==> config.mk <==
export PLATFORM = sky130hd
export DESIGN_NAME = usrt_rx
export DESIGN_NICKNAME = d
export VERILOG_FILES = /design/src/rtl/usrt_pkg.sv /design/src/rtl/usrt_rx_fifo.sv /design/src/rtl/usrt_rx.sv
export SDC_FILE = /design/constraint.sdc
export NUM_CORES = 1
export LEC_CHECK = 0
export CORE_ASPECT_RATIO = 0.8
export CORE_MARGIN = 4
export CORE_UTILIZATION = 61
export CTS_CLUSTER_SIZE = 25
export DETAILED_ROUTE_END_ITERATION = 10
export GPL_ROUTABILITY_DRIVEN = 0
export PLACE_DENSITY = 0.93
export SYNTH_ARGS = -nofsm -noshare
export SYNTH_HDL_FRONTEND = slang
export SYNTH_HIERARCHICAL = 1
export SYNTH_SLANG_ARGS = --single-unit
==> constraint.sdc <==
create_clock -name pClk -period 5.1 [get_ports pClk]
set_input_delay 1.02 -clock pClk [delete_from_list [all_inputs] [get_ports pClk]]
set_output_delay 1.02 -clock pClk [all_outputs]
set_load 0.05 [all_outputs]
==> src/rtl/usrt_pkg.sv <==
// Shared constants and types for the USRT receive path.
package usrt_pkg;

  localparam int PAR_NONE = 0;
  localparam int PAR_EVEN = 1;
  localparam int PAR_ODD  = 2;

  typedef enum logic [2:0] {
    IDLE   = 3'd0,
    DATA   = 3'd1,
    PARITY = 3'd2,
    STOP   = 3'd3,
    RESYNC = 3'd4
  } rx_state_e;

  // Bit positions inside errFlags = {ovr, frm, par}
  localparam int ERR_PAR = 0;
  localparam int ERR_FRM = 1;
  localparam int ERR_OVR = 2;

endpackage

==> src/rtl/usrt_rx_fifo.sv <==
// Receive FIFO: power-of-two depth, combinational head read, push accepted
// when full only if a pop happens in the same cycle.
module usrt_rx_fifo #(
  parameter int DATA_W     = 8,
  parameter int FIFO_DEPTH = 4
) (
  input  logic                          clk,
  input  logic                          rst,
  input  logic                          push,
  input  logic [DATA_W-1:0]             push_data,
  input  logic                          pop,
  output logic [DATA_W-1:0]             head,
  output logic                          full,
  output logic                          empty,
  output logic [$clog2(FIFO_DEPTH):0]   count
);

  localparam int AW = $clog2(FIFO_DEPTH);

  logic [DATA_W-1:0] mem [FIFO_DEPTH];
  logic [AW-1:0]     wr_ptr;
  logic [AW-1:0]     rd_ptr;
  logic              do_push;
  logic              do_pop;

  assign empty   = (count == '0);
  assign full    = (count == (AW+1)'(FIFO_DEPTH));
  assign do_pop  = pop && !empty;
  assign do_push = push && (!full || do_pop);
  assign head    = mem[rd_ptr];

  always_ff @(posedge clk or posedge rst) begin
    if (rst) begin
      for (int i = 0; i < FIFO_DEPTH; i++) mem[i] <= '0;
      wr_ptr <= '0;
      rd_ptr <= '0;
      count  <= '0;
    end else begin
      if (do_push) begin
        mem[wr_ptr] <= push_data;
        wr_ptr      <= wr_ptr + 1'b1;
      end
      if (do_pop) rd_ptr <= rd_ptr + 1'b1;
      count <= count + {{AW{1'b0}}, do_push} - {{AW{1'b0}}, do_pop};
    end
  end

endmodule

==> src/rtl/usrt_rx.sv <==
// USRT receiver: frame FSM, deserializer, parity check, error flags, FIFO.
// Define USRT_RX_SYNC_EN to pass Tx through a 2-flop synchronizer.
//
// state  | meaning
// IDLE   | line idle, waiting for a start bit (Tx=0 on bitEn)
// DATA   | shifting in DATA_W data bits, LSB first
// PARITY | checking the parity bit against the accumulator
// STOP   | checking stop bits; last good one pushes or reports
// RESYNC | after a framing error, wait for the line to go high
module usrt_rx
  import usrt_pkg::*;
#(
  parameter int DATA_W      = 8,
  parameter int PARITY_MODE = 1,
  parameter int STOP_BITS   = 1,
  parameter int FIFO_DEPTH  = 4
) (
  input  logic                         pClk,
  input  logic                         pReset,
  input  logic                         bitEn,
  input  logic                         rxEn,
  input  logic                         Tx,
  input  logic                         rReady,
  output logic [DATA_W-1:0]            rData,
  output logic                         rValid,
  output logic [$clog2(FIFO_DEPTH):0]  fifoCnt,
  output logic                         parErr,
  output logic                         frmErr,
  output logic                         ovrErr,
  input  logic                         errClr,
  output logic [2:0]                   errFlags
);

  localparam int CNT_W = $clog2(DATA_W);

  logic rx;

`ifdef USRT_RX_SYNC_EN
  logic [1:0] sync;
  always_ff @(posedge pClk or posedge pReset) begin
    if (pReset) sync <= 2'b11;
    else        sync <= {sync[0], Tx};
  end
  assign rx = sync[1];
`else
  assign rx = Tx;
`endif

  rx_state_e         state, state_nxt;
  logic [CNT_W-1:0]  bit_cnt, bit_cnt_nxt;
  logic [DATA_W-1:0] shreg, shreg_nxt;
  logic              acc, acc_nxt;
  logic              par_bad, par_bad_nxt;
  logic              stop_cnt, stop_cnt_nxt;
  logic              push;
  logic              pop;
  logic              full;
  logic              empty;
  logic              par_exp;
  logic [2:0]        err_set;

  assign pop     = rValid && rReady;
  assign rValid  = !empty;
  assign par_exp = (PARITY_MODE == PAR_ODD) ? ~acc : acc;

  always_ff @(posedge pClk or posedge pReset) begin
    if (pReset) begin
      state    <= IDLE;
      bit_cnt  <= '0;
      shreg    <= '0;
      acc      <= 1'b0;
      par_bad  <= 1'b0;
      stop_cnt <= 1'b0;
    end else begin
      state    <= state_nxt;
      bit_cnt  <= bit_cnt_nxt;
      shreg    <= shreg_nxt;
      acc      <= acc_nxt;
      par_bad  <= par_bad_nxt;
      stop_cnt <= stop_cnt_nxt;
    end
  end

  always_comb begin
    state_nxt    = state;
    bit_cnt_nxt  = bit_cnt;
    shreg_nxt    = shreg;
    acc_nxt      = acc;
    par_bad_nxt  = par_bad;
    stop_cnt_nxt = stop_cnt;
    push         = 1'b0;
    parErr       = 1'b0;
    frmErr       = 1'b0;
    ovrErr       = 1'b0;

    // Disabling the receiver drops any partial frame without reporting it
    if (!rxEn) begin
      state_nxt = IDLE;
    end else if (bitEn) begin
      case (state)
        IDLE: begin
          if (!rx) begin
            state_nxt   = DATA;
            bit_cnt_nxt = '0;
            acc_nxt     = 1'b0;
            par_bad_nxt = 1'b0;
          end
        end
        DATA: begin
          shreg_nxt = {rx, shreg[DATA_W-1:1]};
          acc_nxt   = acc ^ rx;
          if (bit_cnt == CNT_W'(DATA_W-1)) begin
            stop_cnt_nxt = 1'b0;
            state_nxt    = (PARITY_MODE == PAR_NONE) ? STOP : PARITY;
          end else begin
            bit_cnt_nxt = bit_cnt + 1'b1;
          end
        end
        PARITY: begin
          par_bad_nxt = (rx != par_exp);
          state_nxt   = STOP;
        end
        STOP: begin
          if (!rx) begin
            frmErr    = 1'b1;
            state_nxt = RESYNC;
          end else if (stop_cnt == 1'(STOP_BITS-1)) begin
            if (par_bad)           parErr = 1'b1;
            else if (full && !pop) ovrErr = 1'b1;
            else                   push   = 1'b1;
            state_nxt = IDLE;
          end else begin
            stop_cnt_nxt = stop_cnt + 1'b1;
          end
        end
        RESYNC: begin
          if (rx) state_nxt = IDLE;
        end
        default: state_nxt = IDLE;
      endcase
    end
  end

  always_comb begin
    err_set          = 3'b000;
    err_set[ERR_PAR] = parErr;
    err_set[ERR_FRM] = frmErr;
    err_set[ERR_OVR] = ovrErr;
  end

  // A new error in the clearing cycle survives the clear
  always_ff @(posedge pClk or posedge pReset) begin
    if (pReset) errFlags <= 3'b000;
    else        errFlags <= (errFlags & {3{~errClr}}) | err_set;
  end

  usrt_rx_fifo #(
    .DATA_W     (DATA_W),
    .FIFO_DEPTH (FIFO_DEPTH)
  ) u_fifo (
    .clk       (pClk),
    .rst       (pReset),
    .push      (push),
    .push_data (shreg),
    .pop       (pop),
    .head      (rData),
    .full      (full),
    .empty     (empty),
    .count     (fifoCnt)
  );

endmodule

# Yosys cells after proc, flatten, opt, wreduce, memory -nomap -nowiden

Cells that the tools add are included.
Widths: inputs -> output; s select.

Flip-flop bits (word level): 59
Word-level logic and storage cells: 113
Bits of input ports: 7
Output and inout port bits: 18

Equal/unequal tests: 16
Reduce and logical (&&, ||, !) cells: 20
Bitwise logic cells: 6
Add/subtract/negate cells: 6
$lt $le $gt $ge: 3
Multiplexer cells: 48

Operators with widths:

| operator            | count |
|---|---|
| $bwmux 32           | 1 |
| $mux 1              | 28 |
| $mux 3              | 9 |
| $mux 8              | 3 |
| $bmux 8 s2          | 1 |
| $demux 8 s2         | 1 |
| $pmux 3 s5          | 1 |
| $reduce_and 5->1    | 3 |
| $ne 2x2->1 const B  | 5 |
| $eq 3x3->1 const B  | 3 |
| $ne 3x3->1 const B  | 3 |
| $reduce_and 4->1    | 2 |
| $eq 3x2->1 const B  | 2 |
| $ge 3x3->1 const B  | 2 |
| $logic_not 3->1     | 2 |
| $not 2->3           | 2 |
| $pmux 1 s2          | 3 |
| $pmux 3 s2          | 1 |
| $reduce_bool 2->1   | 3 |
| $logic_and 1x1->1   | 5 |
| $add 2x1->2 const B | 2 |
| $ne 4x4->1 const B  | 1 |
| $add 3x1->3         | 1 |
| $add 3x1->3 const B | 1 |
| other kinds (12)    | 14 |

# Logic depth before layout (Yosys ltp)

Gate-level depths: netlist of run 1.

Word-level depth: 15
Mapped depth: 12
Depth with buffers taken out: 12

# Hierarchy

Netlist of run 1, hierarchy kept.

By module, submodules not included:

| module       | seq. area each (µm²) | cells an instance | area each (µm²) | times used |
|---|---|---|---|---|
| usrt_rx_fifo | 975.9                | 114               | 1798.0          | 1 |
| usrt_rx      | 475.5                | 81                | 982.2           | 1 |

# Least setup slack after synthesis of run 1

No wires, ideal clock.

Path kind: in2out
Start: input port Tx
End: output port ovrErr
Data required time: 4.080 ns
Data arrival time: 2.534 ns
Cell stages on the path: 3
Path buffers: 1
Setup slack: 1.546 ns
Cell sequence: buf_2 -> nand4_1 -> nor3_1

Word-level cells in the longest chain between the ends: 4

RTL lines:

| what            | line           | RTL |
|---|---|---|
| start, declared | usrt_rx.sv:22  | `input logic Tx,` |
| $mux 1          | usrt_rx.sv:124 | `if (!rx) begin` |
| $mux 1          | usrt_rx.sv:100 | `case (state)` |
| $mux 1          | usrt_rx.sv:99  | `end else if (bitEn) begin` |
| $mux 1          | usrt_rx.sv:97  | `if (!rxEn) begin` |
| end, declared   | usrt_rx.sv:29  | `output logic ovrErr,` |

Every way passes these cells.

# Worst setup path after layout of run 1

Ends and elaborated chain as after synthesis.

==> results of run 1 <==
-- area by class of cell --
type	count	area (µm²)
flip-flops and latches	58	1450
multi-input cells	116	1220
fillers	247	1020
repair buffers	25	248
clock buffers	10	138
clock inverters	6	80.1
well taps	57	71.3
inverters	14	52.6
-- sequential cells by signal, summed over array words and instances (netlist names) --
register / flops
errFlags: 3
u_fifo/mem: 32
u_fifo/wr_ptr: 2
bit_cnt: 3
u_fifo/rd_ptr: 2
state: 3
par_bad: 1
shreg: 8
acc: 1
u_fifo/count: 3
-- cells in the mapped netlist, types with 2 or more instances --
library cell | n | area, µm²
nor2_1 | 3 | 11.3
dfrtp_1 | 58 | 1450
nand2b_1 | 2 | 12.5
buf_6 | 2 | 22.5
xnor2_1 | 5 | 43.8
mux2_1 | 2 | 22.5
o31ai_1 | 2 | 15.0
o22ai_1 | 2 | 12.5
nor2b_1 | 2 | 12.5
nor3b_1 | 2 | 15.0
inv_1 | 14 | 52.6
nand4_1 | 2 | 12.5
mux4_2 | 8 | 180
buf_4 | 2 | 15.0
ha_1 | 8 | 100
buf_2 | 3 | 15.0
nand2_1 | 5 | 18.8
nor3_1 | 2 | 10.0
nor2_2 | 4 | 25.0
xor2_1 | 2 | 17.5
a22o_1 | 3 | 26.3
mux2_2 | 40 | 450
-- worst reg2reg max path, delay by kind of cell (launching register included) --
| family | cells | cell delay, ns |
|---|---|---|
| AND/OR/NAND/NOR | 4 | 1.38 |
| adder cells (fa/ha/maj) | 3 | 0.80 |
| flip-flops | 1 | 0.61 |
| buffers and inverters | 2 | 0.11 |
| XOR/XNOR | 2 | 0.28 |
-- cell families (layout without fill, tap and decap cells) --
group	after synthesis	in the layout	synth area share, %
XOR/XNOR	7	7	2.21
flip-flops	58	58	52.2
multiplexers	51	51	23.9
AND/OR/NAND/NOR	35	35	8.82
AO/OA/AOI/OAI	14	14	4.82
buffers and inverters	21	55	3.78
adder cells (fa/ha/maj)	9	9	4.32
-- worst paths after layout --
check	slack, ns	start	cells after the start	to
worst max-delay path	0.96	Tx	4	ovrErr
worst min-delay path	0.50	u_fifo/mem[6]$_DFFE_PP0P_	1	u_fifo/mem[6]$_DFFE_PP0P_
worst max register to register	1.83	state[0]$_DFFE_PP0P_	11	u_fifo/count[2]$_DFF_PP0_
worst min register to register	0.50	u_fifo/mem[6]$_DFFE_PP0P_	1	u_fifo/mem[6]$_DFFE_PP0P_
max in group asynchronous	3.50	pReset	2	shreg[1]$_DFFE_PP0P_
min in group asynchronous	1.13	pReset	2	errFlags[1]$_DFF_PP0_
-- stage by stage --
stage	hold WS (ns)	instance area (µm²)	instances	power, W	worst slack (ns)
after floorplan	0.453	2780	195	0.000781	1.55
after global placement	0.463	3050	270	0.000852	0.969
after detailed placement	0.487	3050	270	0.000857	0.893
after CTS	0.500	3260	286	0.00133	0.974
after global routing	0.523	3260	286	0.00138	0.836
final	0.505	3260	286	0.00132	0.956
-- metal layers --
layer / routed length, µm / up-vias / part of all wire [%]
li1: - / 761 / -
met2: 2470 / 64 / 47
met3: 335 / 11 / 6.3
met1: 2430 / 872 / 46
met4: 78 / 0 / 1.5
met5: 0 / - / 0
-- power by group through the flow --
stage	registers [W]	logic (W)	clock network, W
finish	0.000601	0.000253	0.000466
global route	0.000612	0.000273	0.000497
floorplan	0.000595	0.000186	0
CTS	0.000602	0.000255	0.000474
detailed placement	0.000607	0.000250	0
global placement	0.000606	0.000245	0
==> impl_metrics.toml, run 1 <==
[yosys]
syn_inst = 195
synth.ff_latch_count = 58
synth_fp_nets = 211
yosysSeqAreaShare_pct = 52.2
synth_cell_types = 44
synth.cell_area_um2 = 2780
yosys_most_used_dff = "dfrtp_1"
avgSynthCellArea_um2 = 14.3
synthArstFlopShare_pct = 100
synth_edf_count = 0
yosys_warnings = 6

[flow_run]
maxCapViolations = 0

[sta]
rsz0062_at_grt = "no"
skew_ns = 0.00671
fmax_mhz = 241
hold_violations = 0
slew_violations = 0
worstMarginPinSlew_ns = 0.736
setup_viol_count_final = 0
slew_headroom_pct = 50.9
period_needed_ns = 4.14
tns_ns = 0
final.period_utilization_pct = 81.3

[routing]
wl_mm = 5.31
drt_iter0_markers = 235
routedWlPerCell_um = 18.6
routed_via_density = 5.97
drtPass1Iterations = 4
num_vias = 1708
drcViolationCount = 0
ant_nets = 0

[power]
p_int_w = 0.000911
p_sw_w = 0.000408
sw_frac_of_total_pct = 30.9
leakage_nw = 1.50
cellPowerDensity_nw_per_um2 = 404
clock_power_share_pct = 35.3
p_seq_share_pct = 45.5
comb_power_share_pct = 19.2
peakVddDrop_uv = 366

[placement]
io_buffers = 24
hpwl_mm = 3.34

[clock_tree]
clkLatencyLatePin_ns = 0.34
cts-buffers-inserted = 9
cts_sinks = 58
clk_pin_slew_ns = 0.06
cts_resized = 0
cts_buffer_depth = 2
htree_levels = 3
clock-root-buffer = "clkbuf_8"
hold_buffers = 0
cts_tree = "built"
cts_setup_buffers = 0

[worst_setup_path]
required_ns = 4.08
cp_common_cell = "clkdlybuf4s50_1"
path_delay_family = "buffers and inverters"
crit_path_start_kind = "input port"
max_stage_delay_ns = 0.83
cp_num_buf_inv = 2
path_class = "input port to primary output"
cp_cell_sequence = "clkdlybuf4s50_1 -> nand4_1 -> nor3_1 -> clkdlybuf4s50_1"
crit_path_top_delay_cell = "clkdlybuf4s50_1"
worstPathArrival_ns = 3.12
endpoint_kind = "primary output"
crit_fanout = 10

[layout]
final_common_cell = "dfrtp_1"
diodes = 0
drive_gt1_share_pct = 34.5
nets = 240
most-common-layout-cells = "dfrtp_1, mux2_2, clkdlybuf4s50_1, inv_1, clkbuf_8"
area_growth_pct = 17.4
final_util_pct = 76.2

[grt]
antenna_found_initial = 0
grtUsageMet1_pct = 28.2
grt_util_all_layers_pct = 21.3
grt_max_degree = 40
gr-usage-met3_pct = 8.18
grt_pass1_wl_mm = 9.07
grt_pass1_vias = 1791
grt.overflow.total = 0
grt.busiest_layer = "met2"
grt_use_met2_pct = 32.8

[hold_path]
hp-class = "register to register"

[floorplanning]
pin_count = 25
fp.dieW_um = 83.5
die_area_um2 = 5710
start_util_pct = 64.9
core-area_um2 = 4280
die_height_um = 68.4
row_count = 21

[status]
outcome = "finished, final reports clean"
(Power assumes the default switching activity.)
==> run 2: changes to the inputs <==
- CORE_UTILIZATION: 61 -> 51
- PLACE_DENSITY: 0.93 -> 0.84
- clock period: 5.1 -> 3.4 ns (I/O delays scaled with it)
==> run 2 against run 1 <==
  * Cell area is 1.8% higher
  * Largest cell class unchanged
  * Clock-buffer cell count increased by 2
  * Critical path depth is 8 higher
  * Clock power is 29% higher
  * First-iteration DRC count down 31%
  * Critical path type is now input port to register
==> impl_metrics.toml, run 2 (synthesized netlist as in run 1, its figures left out) <==
[status]
outcome = "finished, final reports clean"

[layout]
area_growth_pct = 19.5
largest_reg_flops = 32
final_common_cell = "dfrtp_1"
top_regs = "u_fifo/mem: 32 flops, shreg: 8 flops"
drive_gt1_share_pct = 37.1
nets = 249
final_cells = 299
diodes = 0
regMostFlops = "u_fifo/mem"
most-common-layout-cells = "dfrtp_1, mux2_2, clkdlybuf4s50_1, inv_1, buf_4"

[sta]
hold_violations = 0
tns_ns = 0
slew_headroom_pct = 49.1
period_needed_ns = 3.02
rsz0062_at_grt = "no"
slew_violations = 0
final.period_utilization_pct = 88.8
timing.final.ws_setup_ns = 0.381
worstMarginPinSlew_ns = 0.763
skew_ns = 0.00505
fmax_mhz = 331
setup_viol_count_final = 0

[floorplanning]
row_count = 23
pin_count = 25
fp.dieW_um = 90.5
die_area_um2 = 6700
die_height_um = 74.0
start_util_pct = 54.0
core-area_um2 = 5150

[worst_setup_path]
endpoint_kind = "register"
cp_cell_sequence = "clkdlybuf4s50_1 -> nor2b_1 -> nand2b_1 -> nor3b_1 -> or2b_2 -> ha_1 -> inv_1 -> ha_1 -> inv_1 -> fa_1 -> xnor2_1 -> xnor2_1"
r2r_cells = 11
cp_num_buf_inv = 3
worstPathArrival_ns = 3.22
path_delay_family = "simple AND/OR/NAND/NOR gates"
required_ns = 3.60
max_stage_delay_ns = 0.44
crit_path_top_delay_cell = "clkdlybuf4s50_1"
crit_path_start_kind = "input port"
crit_fanout = 2
path_class = "input port to register"
cp.depth = 12

[clock_tree]
cts_buffer_depth = 2
clk_pin_slew_ns = 0.06
cts_tree = "built"
clkLatencyLatePin_ns = 0.33
cts_setup_buffers = 0
hold_buffers = 0
htree_levels = 3
clock-root-buffer = "clkbuf_8"
cts-buffers-inserted = 9
cts_sinks = 58
cts_resized = 0

[placement]
dpl.cell_count = 284
io_buffers = 24
preCtsSetupSlack_ns = 0.0384
hpwl_mm = 3.61

[routing]
routedWlPerCell_um = 17.2
drtPass1Iterations = 4
num_vias = 1704
ant_nets = 0
routed_via_density = 5.70
wl_mm = 5.14
drcViolationCount = 0
drt_iter0_markers = 161

[grt]
grt_pass1_vias = 1807
antenna_found_initial = 0
grt_util_all_layers_pct = 17.6
grt_pass1_wl_mm = 8.98
grt_max_degree = 20
grt.overflow.total = 0

[flow_run]
maxCapViolations = 0

[hold_path]
hp-class = "register to register"
hold_path_depth = 1

[power]
leakage_nw = 1.53
peakVddDrop_uv = 555
cellPowerDensity_nw_per_um2 = 569
run 2: cell types whose count changed in the layout (fill, tap and decap cells not counted), sizes merged:
| cell | previous run | this run |
|---|---|---|
| clkdlybuf4s50 | 24 | 21 |
| clkinv | 4 | 2 |
| clkbuf | 10 | 12 |
| bufinv | 2 | 1 |
| buf | 1 | 13 |
run 2: final timing paths:
check                                          start                          to  slack [ns]
max                                           rReady   u_fifo/count[2]$_DFF_PP0_        0.38
min                        u_fifo/mem[6]$_DFFE_PP0P_   u_fifo/mem[6]$_DFFE_PP0P_        0.49
max reg2reg                     state[0]$_DFFE_PP0P_   u_fifo/count[2]$_DFF_PP0_        0.42
min reg2reg                u_fifo/mem[6]$_DFFE_PP0P_   u_fifo/mem[6]$_DFFE_PP0P_        0.49
max in group asynchronous                     pReset   u_fifo/count[0]$_DFF_PP0_        2.06
min in group asynchronous                     pReset  u_fifo/mem[22]$_DFFE_PP0P_        0.74
run 2: metal layers:
metal	track usage, %	wire length, µm	vias to the layer above
li1	-	-	783
met1	21.7	2280	884
met2	29.4	2580	31
met3	6.57	219	6
met4	5.60	55	0
met5	0	0	-
run 2: power breakdown:
| part | switching [W] | total (W) | internal, W | leakage, nW |
|---|---|---|---|---|
| sequential | 0.000150 | 0.000904 | 0.000754 | 0.791 |
| clock | 0.000248 | 0.000600 | 0.000352 | 0.0962 |
| combinational | 0.000189 | 0.000386 | 0.000196 | 0.643 |
| total | 0.000587 | 0.00189 | 0.00130 | 1.53 |
run 2: area by class of cell:
type                    count  area (µm²)
inverters                  14        52.6
clock inverters             3        40.0
fillers                   380        1830
clock buffers              12         145
multi-input cells         116        1220
repair buffers             34         333
well taps                  62        77.6
flip-flops and latches     58        1450
run 2: metrics by stage:
step           total power, W  area, µm²  hold slack (ns)  utilization [%]
5_1_grt               0.00200       3320            0.519             64.5
4_1_cts               0.00191       3320            0.489             64.5
6_report              0.00189       3320            0.492             64.5
3_5_place_dp          0.00131       3140            0.475             60.9
3_3_place_gp          0.00129       3140            0.472             60.9
2_1_floorplan         0.00117       2780            0.453                -
run 2: worst register-to-register path: stages (launching register included):
cell and delay (ns):
dfrtp_1 0.59, and3b_2 0.28, nand4_1 0.17, nor3b_1 0.30, or2b_2 0.35, ha_1 0.29, inv_1 0.06, ha_1 0.13
inv_1 0.04, fa_1 0.37, xnor2_1 0.15, xnor2_1 0.13
==> run 3: changes to the inputs <==
- CORE_UTILIZATION: 51 -> 56
- DONT_BUFFER_PORTS: default -> 1
- PLACE_DENSITY: 0.84 -> 0.83
==> run 3 against run 2 <==
  * Combinational power about the same
  * Sequential share of layout area increased by 3.9 points
  * Maximum frequency increased by 0.18%
  * Clock skew increased by 0.0012 ns
  * Global-route usage increased by 2.0 points
  * Power decreased by 0.95%
  * Cell area decreased by 8.2%
  * Setup slack improved by 0.0053 ns
  * Clock power increased by 3.7%
  * Sequential cell count unchanged
  * Utilization increased by 0.67 points
  * Critical path type is now register to register
  * Critical endpoint unchanged
==> impl_metrics.toml, run 3 (synthesized netlist as in run 1, its figures left out) <==
[hold_path]
hp-class = "input port to asynchronous set/reset pin"

[grt]
grt_util_all_layers_pct = 19.6
grt_pass1_vias = 1740
grt_max_degree = 40
grt.overflow.total = 0
antenna_found_initial = 0
grt_pass1_wl_mm = 8.85

[flow_run]
maxCapViolations = 0

[sta]
holdWs_ns = 0.331
tns_ns = 0
period_needed_ns = 3.01
hold_violations = 0
slew_violations = 0
slew_headroom_pct = 40.6
timing.final.ws_setup_ns = 0.386
final.period_utilization_pct = 88.6
worstMarginPinSlew_ns = 0.888
skew_ns = 0.00622
fmax_mhz = 332
setup_viol_count_final = 0
rsz0062_at_grt = "no"

[clock_tree]
cts_setup_buffers = 0
htree_levels = 3
cts_sinks = 58
cts_tree = "built"
clkLatencyLatePin_ns = 0.34
hold_buffers = 0
cts_resized = 0
clock-root-buffer = "clkbuf_8"
cts_buffer_depth = 2
cts-buffers-inserted = 9
clk_pin_slew_ns = 0.07

[floorplanning]
die_height_um = 71.0
core-area_um2 = 4680
start_util_pct = 59.4
row_count = 22
die_area_um2 = 6160
pin_count = 25
fp.dieW_um = 86.8

[status]
outcome = "finished, final reports clean"

[placement]
preCtsSetupSlack_ns = 0.310
io_buffers = 0
placed_cell_area_um2 = 2860
hpwl_mm = 3.69

[layout]
diodes = 0
regMostFlops = "u_fifo/mem"
drive_gt1_share_pct = 39.8
area_growth_pct = 9.72
top_regs = "u_fifo/mem: 32 flops, shreg: 8 flops"
most-common-layout-cells = "dfrtp_1, mux2_2, inv_1, clkbuf_8"
nets = 222
final_common_cell = "dfrtp_1"
design_area_um2 = 3050
largest_reg_flops = 32

[routing]
drtPass1Iterations = 4
ant_nets = 0
drt_iter0_markers = 92
routed_via_density = 5.85
drcViolationCount = 0
num_vias = 1586
wl_mm = 5.23
routedWlPerCell_um = 19.3

[worst_setup_path]
crit_path_top_delay_cell = "dfrtp_1"
crit_path_start_kind = "register"
max_stage_delay_ns = 0.58
path_class = "register to register"
r2r-end = "u_fifo/count[2]$_DFF_PP0_"
required_ns = 3.62
endpoint = "u_fifo/count[2]$_DFF_PP0_"
reg2reg_from = "state[0]$_DFFE_PP0P_"
r2r_cells = 11
cp_cell_sequence = "and3b_2 -> nand4_1 -> nor3b_1 -> or2b_2 -> ha_1 -> inv_1 -> ha_1 -> inv_1 -> fa_1 -> xnor2_1 -> xnor2_1"
critPathLaunch = "state[0]$_DFFE_PP0P_"
endpoint_kind = "register"
worstPathArrival_ns = 3.23
crit_fanout = 10
rrSetupSlack_ns = 0.39

[power]
leakage_nw = 1.43
peakVddDrop_uv = 584
cellPowerDensity_nw_per_um2 = 614
==> run 3: changes by cell type in the layout (fill, tap and decap cells not counted) <==
cell / change
clkbuf_1: -1
clkinv_2: +1
clkinv_4: +1
buf_12: -2
buf_4: -4
clkdlybuf4s50_1: -21
==> run 3: power breakdown <==
group	switching [W]	internal, W	total, W
Combinational	0.000215	0.000167	0.000383
Clock	0.000266	0.000355	0.000622
Sequential	0.000113	0.000754	0.000868
==> run 3: cell type report <==
cell class | instances | area, µm²
Clock buffer | 11 | 141
Timing Repair Buffer | 7 | 52.6
Clock inverter | 5 | 53.8
Sequential cell | 58 | 1450
Multi-Input combinational cell | 116 | 1220
Fill cell | 353 | 1630
Tap cell | 60 | 75.1
Inverter | 14 | 52.6
==> run 3: worst max-delay path: cells and delay by family, from the launching register on <==
kind	cells	cell delay [ns]
fa+ha+maj	3	0.81
simple gates	4	1.12
flops	1	0.58
buf+inv	2	0.11
xor+xnor	2	0.27
==> run 3: metal layers <==
layer	global-route usage, %	part of all wire [%]
met1	24.3	43
met2	30.6	50
met3	9.20	5.1
met4	6.23	2.4
met5	0	0
==> run 3: through the flow <==
step	util, %	instances	power, W
2_1_floorplan	-	195	0.00117
3_3_place_gp	61.0	255	0.00124
3_5_place_dp	61.0	255	0.00127
4_1_cts	65.2	271	0.00189
5_1_grt	65.2	271	0.00198
6_report	65.2	271	0.00187
==> run 3: how the worst min path moves through the flow <==
stage | start | endpoint | slack, ns | depth (start not counted)
2_1_floorplan | u_fifo/mem[5]$_DFFE_PP0P_ | u_fifo/mem[5]$_DFFE_PP0P_ | 0.45 | 1
3_3_place_gp | u_fifo/mem[5]$_DFFE_PP0P_ | u_fifo/mem[5]$_DFFE_PP0P_ | 0.46 | 1
3_5_place_dp | u_fifo/mem[5]$_DFFE_PP0P_ | u_fifo/mem[5]$_DFFE_PP0P_ | 0.49 | 1
4_1_cts | pReset | u_fifo/mem[30]$_DFFE_PP0P_ | 0.35 | 2
5_1_grt | pReset | u_fifo/mem[14]$_DFFE_PP0P_ | 0.36 | 2
6_report | pReset | u_fifo/mem[30]$_DFFE_PP0P_ | 0.33 | 2
